--- config.mk ---
export PLATFORM = sky130hd
export DESIGN_NAME = ll_fifo_scheduler
export DESIGN_NICKNAME = d
export VERILOG_FILES = /design/src/rtl/ll_fifo_scheduler.sv
export SDC_FILE = /design/constraint.sdc
export NUM_CORES = 1
export LEC_CHECK = 0
export ABC_AREA = 0
export ABC_CLOCK_PERIOD_IN_PS = 3600
export BUFFER_PORTS_ARGS = -buffer_cell sky130_fd_sc_hd__buf_2
export CAP_MARGIN = 30
export CORE_UTILIZATION = 55
export CTS_BUF_LIST = sky130_fd_sc_hd__clkbuf_4 sky130_fd_sc_hd__clkbuf_8
export CTS_CLUSTER_SIZE = 12
export DETAILED_ROUTE_END_ITERATION = 6
export GPL_TIMING_DRIVEN = 0
export PLACE_DENSITY = 0.84
export SLEW_MARGIN = 0
export SYNTH_ARGS = -nofsm -noshare
export SYNTH_HDL_FRONTEND = slang
export SYNTH_SLANG_ARGS = --single-unit
--- constraint.sdc ---
create_clock -name clk -period 3.6 [get_ports clk]
set_input_delay 0.18 -clock clk [delete_from_list [all_inputs] [get_ports clk]]
set_output_delay 0.18 -clock clk [all_outputs]
set_load 0.005 [all_outputs]
--- src/rtl/ll_fifo_scheduler.sv ---
// Round-robin, credit-gated scheduler in front of a shared linked-list FIFO.
// Admits writes against a per-queue quota and drains into a one-beat output register.
module ll_fifo_scheduler #(
   parameter  int WIDTH     = 4,
   parameter  int DEPTH     = 4,
   parameter  int NUM_FIFOS = 2,
   parameter  int QUOTA     = DEPTH - 1,
   parameter  int CREDITS   = 2,
   localparam int SEL_W     = (NUM_FIFOS > 1) ? $clog2(NUM_FIFOS) : 1,
   localparam int CNT_W     = $clog2(QUOTA + 1) + 1,
   localparam int CRD_W     = (CREDITS > 0) ? $clog2(CREDITS + 1) : 1
) (
   input  logic                 clk,
   input  logic                 rst,
   input  logic                 in_valid,
   input  logic [SEL_W-1:0]     in_sel,
   input  logic [WIDTH-1:0]     in_data,
   output logic                 in_ready,
   output logic                 push,
   output logic [SEL_W-1:0]     push_sel,
   output logic [WIDTH-1:0]     data_in,
   output logic                 pop,
   output logic [SEL_W-1:0]     pop_sel,
   input  logic                 full,
   input  logic [NUM_FIFOS-1:0] empty,
   input  logic [WIDTH-1:0]     data_out,
   input  logic [NUM_FIFOS-1:0] credit_ret,
   output logic                 out_valid,
   output logic [SEL_W-1:0]     out_sel,
   output logic [WIDTH-1:0]     out_data,
   input  logic                 out_ready
);

   localparam logic [CNT_W-1:0] QUOTA_C   = CNT_W'(QUOTA);
   localparam logic [CRD_W-1:0] CREDITS_C = CRD_W'(CREDITS);
   localparam logic [SEL_W-1:0] LAST_Q    = SEL_W'(NUM_FIFOS - 1);
   localparam logic [SEL_W:0]   NUM_Q     = (SEL_W + 1)'(NUM_FIFOS);

   logic [CNT_W-1:0]     count_q  [NUM_FIFOS];
   logic [CNT_W-1:0]     count_d  [NUM_FIFOS];
   logic [CRD_W-1:0]     credit_q [NUM_FIFOS];
   logic [CRD_W-1:0]     credit_d [NUM_FIFOS];
   logic [SEL_W-1:0]     rr_q, rr_d;
   logic                 out_valid_q, out_valid_d;
   logic [SEL_W-1:0]     out_sel_q, out_sel_d;
   logic [WIDTH-1:0]     out_data_q, out_data_d;

   logic [NUM_FIFOS-1:0] elig;
   logic [NUM_FIFOS-1:0] push_vec, pop_vec;
   logic [SEL_W:0]       rr_idx;
   logic [SEL_W-1:0]     grant;
   logic                 any_elig;
   logic                 slot_free;

   // Write path is a zero-latency pass-through; admission gated by quota and storage full.
   assign in_ready = ~rst & ~full & (count_q[in_sel] < QUOTA_C);
   assign push     = in_valid & in_ready;
   assign push_sel = in_sel;
   assign data_in  = in_data;

   assign slot_free = ~out_valid_q | out_ready;
   assign pop       = ~rst & slot_free & any_elig;
   assign pop_sel   = pop ? grant : '0;

   always_comb begin
      for (int q = 0; q < NUM_FIFOS; q++) begin
         elig[q] = ~empty[q] & (credit_q[q] != '0);
      end
   end

   // Walk offsets from the top down so the smallest offset from rr_q wins.
   always_comb begin
      grant    = '0;
      any_elig = 1'b0;
      rr_idx   = '0;
      for (int i = NUM_FIFOS - 1; i >= 0; i--) begin
         rr_idx = {1'b0, rr_q} + (SEL_W + 1)'(i);
         if (rr_idx >= NUM_Q) rr_idx = rr_idx - NUM_Q;
         if (elig[rr_idx[SEL_W-1:0]]) begin
            grant    = rr_idx[SEL_W-1:0];
            any_elig = 1'b1;
         end
      end
   end

   always_comb begin
      push_vec         = '0;
      pop_vec          = '0;
      push_vec[in_sel] = push;
      pop_vec[grant]   = pop;
   end

   always_comb begin
      for (int q = 0; q < NUM_FIFOS; q++) begin
         count_d[q] = count_q[q];
         if (push_vec[q] & ~pop_vec[q])      count_d[q] = count_q[q] + CNT_W'(1);
         else if (pop_vec[q] & ~push_vec[q]) count_d[q] = count_q[q] - CNT_W'(1);

         // A return that would overflow the downstream slot count is dropped.
         credit_d[q] = credit_q[q];
         if (credit_ret[q] & ~pop_vec[q] & (credit_q[q] != CREDITS_C))
            credit_d[q] = credit_q[q] + CRD_W'(1);
         else if (pop_vec[q] & ~credit_ret[q])
            credit_d[q] = credit_q[q] - CRD_W'(1);
      end
   end

   always_comb begin
      rr_d        = rr_q;
      out_valid_d = out_valid_q;
      out_sel_d   = out_sel_q;
      out_data_d  = out_data_q;
      if (pop) begin
         rr_d        = (grant == LAST_Q) ? '0 : grant + SEL_W'(1);
         out_valid_d = 1'b1;
         out_sel_d   = grant;
         out_data_d  = data_out;
      end else if (out_ready) begin
         out_valid_d = 1'b0;
      end
   end

   always_ff @(posedge clk) begin
      if (rst) begin
         for (int q = 0; q < NUM_FIFOS; q++) begin
            count_q[q]  <= '0;
            credit_q[q] <= CREDITS_C;
         end
         rr_q        <= '0;
         out_valid_q <= 1'b0;
         out_sel_q   <= '0;
         out_data_q  <= '0;
      end else begin
         for (int q = 0; q < NUM_FIFOS; q++) begin
            count_q[q]  <= count_d[q];
            credit_q[q] <= credit_d[q];
         end
         rr_q        <= rr_d;
         out_valid_q <= out_valid_d;
         out_sel_q   <= out_sel_d;
         out_data_q  <= out_data_d;
      end
   end

   assign out_valid = out_valid_q;
   assign out_sel   = out_sel_q;
   assign out_data  = out_data_q;

endmodule

==> out/metrics.csv, run 1 <==
stage;metric;value;unit
clocking;cts_resized;0;
worst_setup_path;critPathMaxFanout;4;
synth;synth_top_area_cell;dfxtp_1;
sta;timing.final.ws_setup;1160;ps
clocking;clockRootBuffer;clkbuf_4;
worst_setup_path;cp_common_cell;a21oi_1;
place;routabilityCongestion;0.801;
floorplan;dieArea;0.00191;mm^2
floorplan;ioPinCount;33;
sta;hold_viol;0;
final_layout;n_antenna_cell;0;
worst_setup_path;cp.arrival;2660;ps
hold_path;worstHoldStart;data_out[0];
sta;finalCritPeriodShare;67.7;%
synth;yosysSeqAreaShare;35.6;%
final_layout;final_area;0.00114;mm^2
routing;dr_total_vias;819;
sta;max_freq;0.410;GHz
sta;worst_pin_slew;493;ps
synth;synth_warnings;0;
place;placed_cell_area;0.00112;mm^2
clocking;cts-hold-fix-buffers;0;
floorplan;core-area;0.00156;mm^2
routing;via_per_inst;5.39;
power;peakVddDrop;302;uV
floorplan;fp.dieW;43.7;um
final_layout;num-nets-final;159;
worst_setup_path;path_buf_inv;1;
place;dpl.hpwl;1390;um
final_layout;drive_gt1_share;33.1;%
synth;synth_top_area_share;35.6;%
clocking;clk_pin_slew;100;ps
synth;synth_cell_types;33;
sta;finalClockSkew;0.641;ps
routing;drt-initial-drc-count;8;
sta;relSlewSlack;67.1;%
worst_setup_path;timing.rr.start;count_q[0][1];
status;violations;design-rule violations;
sta;fin_setup_tns;0;ps
worst_setup_path;worst_setup_path_start_kind;flop;
clocking;cts_sinks;17;
grt;antenna_found_initial;0;
grt;first_global_vias;784;
worst_setup_path;end_kind;flop;
synth;synth_seq_cells;17;
final_layout;mostFrequentLayoutCell;buf_2;
grt;grt_remaining_overflow;0;
hold_path;hold_path_class;input port to flop;
final_layout;nFillCells;130;
synth;synth_nets;126;
final_layout;area_growth;19.6;%
power;p_leak;0.528;nW
place;dp_slack;1120;ps
floorplan;start_util;61.4;%
power;power.density;394;mW/mm^2
sta;drv_slew;0;
sta;rsz0062_at_grt;false;
synth;synthCells;104;
worst_setup_path;cp-startpoint;count_q[0][1];
routing;drc_errors;1;
routing;drt_first_pass_iters;6;
worst_setup_path;crit_family;simple AND/OR/NAND/NOR gates;
worst_setup_path;crit_path_cell_trace;a211oi_1, a21oi_1, nor3_1, and3_1, ha_1, inv_1, fa_1, xor2_1, or3_1, a21oi_1;
clocking;clk-insertion-delay-late;290;ps
final_layout;layout_common_cells;28 x buf_2, 17 x dfxtp_1, 9 x nand2_1;
synth;synth.cell_area;957;um^2
clocking;cts_tree;done;
floorplan;fp-row-count;14;
place;io_buffers;28;
final_layout;final_util;73.4;%
grt;grt_max_degree;11;
synth;avgSynthCellArea;9.20;um^2
worst_setup_path;max_stage_delay;380;ps
sta;finalSetupViolations;0;
routing;wl;1790;um
job;drv_cap;0;
clocking;numCtsBuffers;3;
clocking;post_cts_buffers;0;
status;status;complete, but fails checks;
synth;ys_top_cells_by_area;dfxtp_1 36%, a21oi_1 4.2%, fa_1 4.2%;
grt;grt_pass1_wl;3040;um
routing;antenna_left;0;
worst_setup_path;worstPathRequired;3820;ps
floorplan;die_y;43.7;um
clocking;htreeDepth;1;
worst_setup_path;cpMaxStageDelayCell;fa_1;
grt;grt_usage;21.3;%
worst_setup_path;worst-setup-path-type;flop to flop;
routing;routedWlPerCell;11.8;um
clocking;cts_buffer_depth;2;
sta;fin_crit;2440;ps
[metrics by stage]
step,hold WS [ps],power (mW),std cells
finish,80.1,0.451,152
global route,89.7,0.479,152
CTS,77.8,0.454,152
detailed placement,390,0.353,148
global placement,373,0.346,148
floorplan,289,0.315,104
[cell families (layout without fill, tap and decap cells)]
| group | after synthesis | count (layout) | share of synthesized area, % |
|---|---|---|---|
| AND/OR/NAND/NOR | 30 | 30 | 15.3 |
| AO/OA/AOI/OAI | 29 | 29 | 25.9 |
| flip-flops | 17 | 17 | 35.6 |
| buffers and inverters | 15 | 47 | 7.84 |
| XOR/XNOR | 6 | 6 | 5.49 |
| adder cells (fa/ha/maj) | 4 | 4 | 6.80 |
| multiplexers | 3 | 3 | 3.14 |
[synth_stat cells (all sizes together)]
| master | instances |
|---|---|
| dfxtp | 17 |
| nand2 | 9 |
| a21oi | 8 |
| inv | 8 |
| o21ai | 8 |
| nor2 | 6 |
| buf | 5 |
| or3 | 4 |
| xor2 | 4 |
| mux2i | 3 |
| nor3 | 3 |
| a211oi | 2 |
| a221oi | 2 |
| and2 | 2 |
| clkbuf | 2 |
| fa | 2 |
| ha | 2 |
| nand3 | 2 |
| o21bai | 2 |
| xnor2 | 2 |
| a2111oi | 1 |
| a31oi | 1 |
| and3 | 1 |
| and3b | 1 |
| nand2b | 1 |
| nor2b | 1 |
| o2111ai | 1 |
| o211ai | 1 |
| o21ba | 1 |
| o31ai | 1 |
| o41ai | 1 |
[report_power, final]
part / total [mW] / switching (mW) / leakage, nW / internal, mW
logic: 0.117 / 0.0575 / 0.370 / 0.0590
registers: 0.233 / 0.0225 / 0.140 / 0.210
clock network: 0.102 / 0.0607 / 0.0177 / 0.0413
total: 0.451 / 0.141 / 0.528 / 0.310
[per-layer routing]
layer | part of all wire (%) | up-vias | GRT usage (%)
li1 | - | 427 | -
met1 | 45 | 366 | 25.1
met2 | 48 | 24 | 36.1
met3 | 6.4 | 2 | 8.33
met4 | 0.50 | 0 | 5.00
met5 | 0 | - | 0
[worst min-delay path, delay by kind of cell]
kind,cells,cell delay (ps)
and+or+nand+nor,1,40
AOI/OAI and AO/OA,1,50
buffers and inverters,1,80
[worst paths after layout]
kind                            cells past startpoint  slack (ps)            end
worst max-delay path                               10        1160  count_q[1][2]
worst min-delay path                                3          80    out_data[0]
worst max register to register                     10        1160  count_q[1][2]
worst min register to register                      2         470    out_data[0]
[sequential cells by signal, summed over array words and instances (netlist names)]
signal / count
count_q: 6
credit_q: 4
out_data: 4
out_sel: 1
out_valid: 1
rr_q: 1
[final cells by class]
class	instances	area (um^2)	share of cell area [%]
multi-input cells	72	542	47.3
flip-flops and latches	17	340	29.7
repair buffers	28	140	12.2
plain buffers	7	45.0	3.93
inverters	8	30.0	2.62
clock buffers	3	22.5	1.97
well taps	16	20.0	1.75
clock inverters	1	5.00	0.437
Power figures use the tool's default switching activity.
==> inputs of run 2 (changes only) <==
--- a/config.mk
+++ b/config.mk
@@ -5,16 +5,16 @@
 export SDC_FILE = /design/constraint.sdc
 export NUM_CORES = 1
 export LEC_CHECK = 0
-export ABC_AREA = 0
-export ABC_CLOCK_PERIOD_IN_PS = 3600
+export ABC_AREA = 1
+export ABC_CLOCK_PERIOD_IN_PS = 2500
 export BUFFER_PORTS_ARGS = -buffer_cell sky130_fd_sc_hd__buf_2
 export CAP_MARGIN = 30
-export CORE_UTILIZATION = 55
+export CORE_UTILIZATION = 51
 export CTS_BUF_LIST = sky130_fd_sc_hd__clkbuf_4 sky130_fd_sc_hd__clkbuf_8
 export CTS_CLUSTER_SIZE = 12
 export DETAILED_ROUTE_END_ITERATION = 6
 export GPL_TIMING_DRIVEN = 0
-export PLACE_DENSITY = 0.84
+export PLACE_DENSITY = 0.78
 export SLEW_MARGIN = 0
 export SYNTH_ARGS = -nofsm -noshare
 export SYNTH_HDL_FRONTEND = slang
==> constraint.sdc (replaced) <==
create_clock -name clk -period 2.5 [get_ports clk]
set_input_delay 0.125 -clock clk [delete_from_list [all_inputs] [get_ports clk]]
set_output_delay 0.125 -clock clk [all_outputs]
set_load 0.005 [all_outputs]
==> out/metrics.csv, run 2 <==
stage;metric;value;unit
place;placed_cell_area;0.00116;mm^2
worst_setup_path;max_stage_delay;380;ps
worst_setup_path;worst_setup_path_start_kind;flop;
grt;grt_remaining_overflow;0;
sta;max_freq;0.455;GHz
power;p_leak;0.656;nW
final_layout;regMostFlops;count_q;
clocking;clk-insertion-delay-late;290;ps
floorplan;ioPinCount;33;
routing;wl;1890;um
worst_setup_path;cp.arrival;2390;ps
floorplan;fp-row-count;15;
synth;synthFlopType;dfxtp_1;
hold_path;whs_endpoint;out_data[1];
sta;rsz0062_at_grt;false;
final_layout;layout_common_cells;29 x buf_2, 20 x inv_1, 20 x nand2_1;
sta;fin_setup_tns;0;ps
grt;first_global_vias;776;
clocking;cts_tree;done;
synth;synth_top_area_cell;dfxtp_1;
sta;hold_viol;0;
sta;finalCritPeriodShare;87.9;%
routing;drt-initial-drc-count;9;
worst_setup_path;cp-startpoint;count_q[0][1];
synth;synth_cell_types;21;
final_layout;num-nets-final;191;
routing;antenna_left;0;
worst_setup_path;cpMaxStageDelayCell;fa_1;
final_layout;final-seq-area;340;um^2
worst_setup_path;path_buf_inv;3;
sta;fin_crit;2200;ps
worst_setup_path;critPathMaxFanout;3;
floorplan;start_util;55.6;%
sta;finalClockSkew;3.78;ps
clocking;numCtsBuffers;3;
synth;ys_async_sr_fraction;0;%
hold_path;min_path_cells;3;
routing;via_per_inst;4.77;
place;routabilityCongestion;0.763;
clocking;clockRootBuffer;clkbuf_4;
final_layout;largest_reg_flops;6;
routing;dr_total_vias;920;
worst_setup_path;timing.rr.end;count_q[1][2];
clocking;clk_pin_slew;100;ps
worst_setup_path;worstPathRequired;2690;ps
synth;synth_enable_flop_cells;0;
floorplan;core-area;0.00178;mm^2
job;drv_cap;0;
clocking;cts_buffer_depth;2;
floorplan;fp.dieW;46.1;um
place;dpl.hpwl;1480;um
place;io_buffers;28;
final_layout;nFillCells;142;
synth;synth_top_area_share;34.3;%
final_layout;area_growth;21.1;%
sta;worst_pin_slew;211;ps
floorplan;die_y;46.1;um
grt;grt_pass1_wl;3080;um
hold_path;hold_path_class;input port to flop;
sta;relSlewSlack;85.8;%
worst_setup_path;worst-setup-path-type;flop to flop;
final_layout;mostFrequentLayoutCell;buf_2;
worst_setup_path;crit_path_cell_trace;a21oi_1, o21ai_0, a21oi_1, nand2_1, inv_1, nand2_1, inv_1, ha_1, inv_1, fa_1, a21oi_1, o21ai_0, o21ai_0, a21oi_1;
final_layout;drive_gt1_share;35.1;%
synth;synth_nets;157;
grt;grt_max_degree;11;
worst_setup_path;cp_num_cells;14;
final_layout;final_area;0.00120;mm^2
synth;ys_top_cells_by_area;dfxtp_1 34%, inv_1 7.6%, nand2_1 7.6%;
synth;synth_commonest_cells;20 x inv_1, 20 x nand2_1, 17 x dfxtp_1;
routing;drt_first_pass_iters;2;
worst_setup_path;end_kind;flop;
clocking;cts-hold-fix-buffers;0;
synth;yosysSeqAreaShare;34.3;%
synth;synth_warnings;0;
sta;finalSetupViolations;0;
clocking;cts_sinks;17;
grt;antenna_found_initial;0;
synth;avgSynthCellArea;7.34;um^2
worst_setup_path;r2r_setup_slack;300;ps
synth;synthCells;135;
final_layout;multiInputGateArea;522;um^2
floorplan;dieArea;0.00212;mm^2
worst_setup_path;cp_common_cell;a21oi_1;
routing;routedWlPerCell;9.81;um
worst_setup_path;ff2ff_path_depth;14;
power;peakVddDrop;361;uV
power;power.density;595;mW/mm^2
worst_setup_path;timing.rr.start;count_q[0][1];
final_layout;n_antenna_cell;0;
clocking;htreeDepth;1;
status;status;complete, no violations;
sta;drv_slew;0;
synth;synth_seq_cells;17;
hold_path;worstHoldStart;data_out[1];
routing;drc_errors;0;
synth;synth.cell_area;991;um^2
worst_setup_path;crit_family;compound AO/OA/AOI/OAI gates;
grt;grt_usage;20.4;%
-- run 2: logic make-up (layout without fill, tap and decap cells) --
logic type	after synthesis	count (layout)	share of synthesized area, %
AO/OA/AOI/OAI	22	22	11.9
XOR/XNOR	1	1	0.884
adder cells (fa/ha/maj)	4	4	6.57
buffers and inverters	29	62	13.0
flip-flops	17	17	34.3
AND/OR/NAND/NOR	62	62	33.3
-- run 2: worst max-delay path by stage --
stage                    endpoint  slack [ps]
floorplan           count_q[1][2]         480
global placement    count_q[1][2]         450
detailed placement  count_q[1][2]         360
CTS                 count_q[1][2]         330
global route        count_q[1][2]           4
finish              count_q[1][2]         300
-- run 2: cell type report --
| class | count | area share [%] |
|---|---|---|
| Inverter | 23 | 7.19 |
| Multi-Input combinational cell | 89 | 43.5 |
| Tap cell | 25 | 2.61 |
| Sequential cell | 17 | 28.4 |
| Timing Repair Buffer | 29 | 12.3 |
| Buffer | 6 | 3.55 |
| Clock buffer | 4 | 2.50 |
-- run 2: where the power goes --
part | switching, mW | leakage, nW | internal (mW)
Sequential | 0.0298 | 0.140 | 0.308
Combinational | 0.122 | 0.498 | 0.0916
Clock | 0.0892 | 0.0184 | 0.0730
-- run 2: metrics by stage --
stage | instances | setup WS, ps | hold slack [ps] | power, mW | util (%)
2_1_floorplan | 135 | 476 | 194 | 0.492 | -
4_1_cts | 192 | 330 | 17.9 | 0.716 | 66.9
5_1_grt | 193 | 3.85 | 22.9 | 0.765 | 67.3
3_5_place_dp | 188 | 363 | 334 | 0.555 | 65.2
6_report | 193 | 302 | 23.8 | 0.714 | 67.3
3_3_place_gp | 188 | 449 | 319 | 0.544 | 65.2
-- run 2: worst register-to-register path, cell delays in order (launching register included) --
cell	delay, ps
dfxtp_1	360
a21oi_1	140
o21ai_0	80
a21oi_1	170
nand2_1	100
inv_1	80
nand2_1	50
inv_1	50
ha_1	130
inv_1	60
fa_1	380
a21oi_1	160
o21ai_0	120
o21ai_0	160
a21oi_1	60
-- run 2: timing repair --
| item | CTS | global route |
|---|---|---|
| endpoints found under the setup margin | 0 | 1 |
| setup buffers | 0 | 1 |
| gates resized for setup | 0 | 0 |
-- run 2: routing by layer --
metal	global-route usage (%)	wire (um)	vias to the layer above
met2	35.5	897	24
met4	8.82	35	0
li1	-	-	491
met3	4.71	70	5
met1	23.7	890	400
met5	0	0	-
==> inputs of run 3 (changes only) <==
--- a/config.mk
+++ b/config.mk
@@ -5,16 +5,18 @@
 export SDC_FILE = /design/constraint.sdc
 export NUM_CORES = 1
 export LEC_CHECK = 0
-export ABC_AREA = 1
+export ABC_AREA = 0
 export ABC_CLOCK_PERIOD_IN_PS = 2500
 export BUFFER_PORTS_ARGS = -buffer_cell sky130_fd_sc_hd__buf_2
 export CAP_MARGIN = 30
-export CORE_UTILIZATION = 51
+export CELL_PAD_IN_SITES_DETAIL_PLACEMENT = 0
+export CELL_PAD_IN_SITES_GLOBAL_PLACEMENT = 1
+export CORE_UTILIZATION = 37
 export CTS_BUF_LIST = sky130_fd_sc_hd__clkbuf_4 sky130_fd_sc_hd__clkbuf_8
 export CTS_CLUSTER_SIZE = 12
 export DETAILED_ROUTE_END_ITERATION = 6
 export GPL_TIMING_DRIVEN = 0
-export PLACE_DENSITY = 0.78
+export PLACE_DENSITY = 0.77
 export SLEW_MARGIN = 0
 export SYNTH_ARGS = -nofsm -noshare
 export SYNTH_HDL_FRONTEND = slang
==> out/metrics.csv, run 3 (same netlist as run 1, synthesis figures left out) <==
stage;metric;value;unit
power;clockPowerShare;23.3;%
sta;drv_slew;0;
clocking;cts_buffer_depth;2;
worst_setup_path;timing.rr.start;count_q[0][0];
status;status;complete, no violations;
place;routabilityCongestion;0.671;
grt;grt_remaining_overflow;0;
worst_setup_path;end_kind;flop;
worst_setup_path;ff2ff_path_depth;10;
worst_setup_path;path_buf_inv;1;
routing;drt-initial-drc-count;8;
final_layout;area_growth;26.7;%
worst_setup_path;worst_setup_path_start_kind;flop;
worst_setup_path;cp_common_cell;a21oi_2;
power;p_switching;0.206;mW
grt;grt_pass1_wl;2910;um
clocking;clockRootBuffer;clkbuf_4;
routing;via_per_inst;4.93;
sta;finalClockSkew;3.65;ps
clocking;cts_tree;done;
place;io_buffers;28;
worst_setup_path;max_stage_delay;380;ps
sta;relSlewSlack;62.5;%
worst_setup_path;timing.rr.end;count_q[1][2];
grt;grt_usage;14.6;%
floorplan;fp.dieW;52.9;um
clocking;cts_sinks;17;
place;dpl.hpwl;1410;um
final_layout;layout_common_cells;28 x buf_2, 14 x dfxtp_1, 9 x nand2_1;
routing;antenna_left;0;
power;p_leak;0.542;nW
grt;antenna_found_initial;0;
worst_setup_path;r2r_setup_slack;110;ps
clocking;htreeDepth;1;
final_layout;largest_reg_flops;6;
floorplan;die_y;52.9;um
sta;worst_pin_slew;562;ps
routing;met2_length;977;um
routing;top_layer_used;met4;
final_layout;nFillCells;249;
hold_path;hold_path_class;input port to flop;
worst_setup_path;cp-endpoint;count_q[1][2];
worst_setup_path;cpMaxStageDelayCell;or3_1;
floorplan;fp-row-count;18;
final_layout;fin_cells;168;
final_layout;num-nets-final;161;
final_layout;final_area;0.00121;mm^2
sta;hold_viol;0;
power;p_int;0.469;mW
routing;wl_met3;66;um
final_layout;mostFrequentLayoutCell;buf_2;
power;total_power;0.675;mW
sta;fin_crit;2390;ps
floorplan;start_util;39.0;%
worst_setup_path;cp_num_cells;10;
clocking;numCtsBuffers;3;
routing;drc_errors;0;
routing;wl;1930;um
worst_setup_path;worstPathRequired;2720;ps
floorplan;dieArea;0.00279;mm^2
grt;grt_max_degree;11;
routing;drt_first_pass_iters;4;
worst_setup_path;cp-startpoint;count_q[0][0];
worst_setup_path;crit_path_cell_trace;a211oi_2, a21oi_2, nor3_2, and3_1, ha_2, inv_1, fa_2, xor2_1, or3_1, a21oi_2;
final_layout;regMostFlops;count_q;
worst_setup_path;worst-setup-path-type;flop to flop;
sta;finalCritPeriodShare;95.4;%
sta;fin_setup_tns;0;ps
clocking;clk_pin_slew;90;ps
power;combPwrFrac;26.5;%
worst_setup_path;cp.arrival;2610;ps
power;power.density;557;mW/mm^2
sta;finalSetupViolations;0;
grt;first_global_vias;695;
sta;max_freq;0.419;GHz
routing;drt-met1-wl;873;um
worst_setup_path;critPathMaxFanout;4;
power;swShare;30.6;%
floorplan;core-area;0.00245;mm^2
floorplan;ioPinCount;33;
final_layout;n_antenna_cell;0;
power;seq_power_share;50.2;%
place;place_inst;162;
worst_setup_path;crit_family;simple AND/OR/NAND/NOR gates;
routing;routedWlPerCell;11.5;um
place;placed_cell_area;0.00113;mm^2
routing;dr_total_vias;828;
job;drv_cap;0;
power;peakVddDrop;460;uV
final_layout;drive_gt1_share;41.3;%
clocking;clk-insertion-delay-late;280;ps
[run 3: cell count changes in the layout (fill, tap and decap cells not counted), moves of 3 or more]
| cell | before | now |
|---|---|---|
| nand3_1 | 12 | 2 |
| dfxtp_1 | 17 | 14 |
| inv_1 | 20 | 7 |
| nor2_1 | 13 | 6 |
| or3_1 | 0 | 4 |
| nor2_4 | 3 | 0 |
| xor2_1 | 1 | 4 |
| nand2_2 | 6 | 0 |
| nand2_1 | 20 | 9 |
| mux2i_1 | 0 | 3 |
| nand3_2 | 4 | 0 |
| a21oi_2 | 0 | 3 |
| a21oi_1 | 11 | 5 |
[run 3: worst min path at each step]
stage | cells past startpoint | endpoint | start | slack (ps)
after floorplan | 2 | out_data[0] | data_out[0] | 230
after global placement | 3 | out_data[0] | data_out[0] | 320
after detailed placement | 3 | out_data[0] | data_out[0] | 330
after CTS | 3 | out_data[0] | data_out[0] | 20
after global routing | 3 | out_data[0] | data_out[0] | 10
final | 3 | out_data[0] | data_out[0] | 30
[run 3: worst register-to-register path, stage by stage, from the launching register on]
cell and delay (ps):
dfxtp_4 360, a211oi_2 240, a21oi_2 60, nor3_2 230, and3_1 210, ha_2 190
inv_1 60, fa_2 330, xor2_1 150, or3_1 380, a21oi_2 110
[run 3: what timing repair did]
item                       4_1_cts  5_1_grt
hold endpoints to repair         0        0
buffers inserted                 0        2
hold buffers                     0        0
setup endpoints to repair        0        2
gates resized for setup          0       11
[run 3: cell type report]
type | count | area [um^2] | area share [%]
Multi-Input combinational cell | 72 | 568 | 46.9
Sequential cell | 17 | 347 | 28.6
Timing Repair Buffer | 30 | 155 | 12.8
Buffer | 7 | 45.0 | 3.72
Tap cell | 30 | 37.5 | 3.10
Clock buffer | 4 | 30.0 | 2.48
Inverter | 8 | 30.0 | 2.48
[run 3: routing by layer]
metal	GRT usage, %	up-vias
met5	0	-
met4	3.95	0
met3	5.17	2
met2	23.8	15
met1	18.1	384
li1	-	427
[run 3: through the flow]
step | setup slack, ps | hold slack, ps | util [%]
floorplan | 220 | 234 | -
CTS | 54.4 | 18.9 | 47.5
finish | 114 | 29.0 | 49.4
global placement | 146 | 319 | 46.2
global route | -26.1 | 14.8 | 49.4
detailed placement | 81.6 | 328 | 46.2
[run 3: power by group through the flow]
stage                     registers [mW]  logic [mW]  clock network [mW]
final                              0.339       0.179               0.157
after global routing               0.345       0.201               0.178
after floorplan                    0.337       0.116                   0
after detailed placement           0.342       0.166                   0
after global placement             0.340       0.161                   0
after CTS                          0.336       0.167               0.167
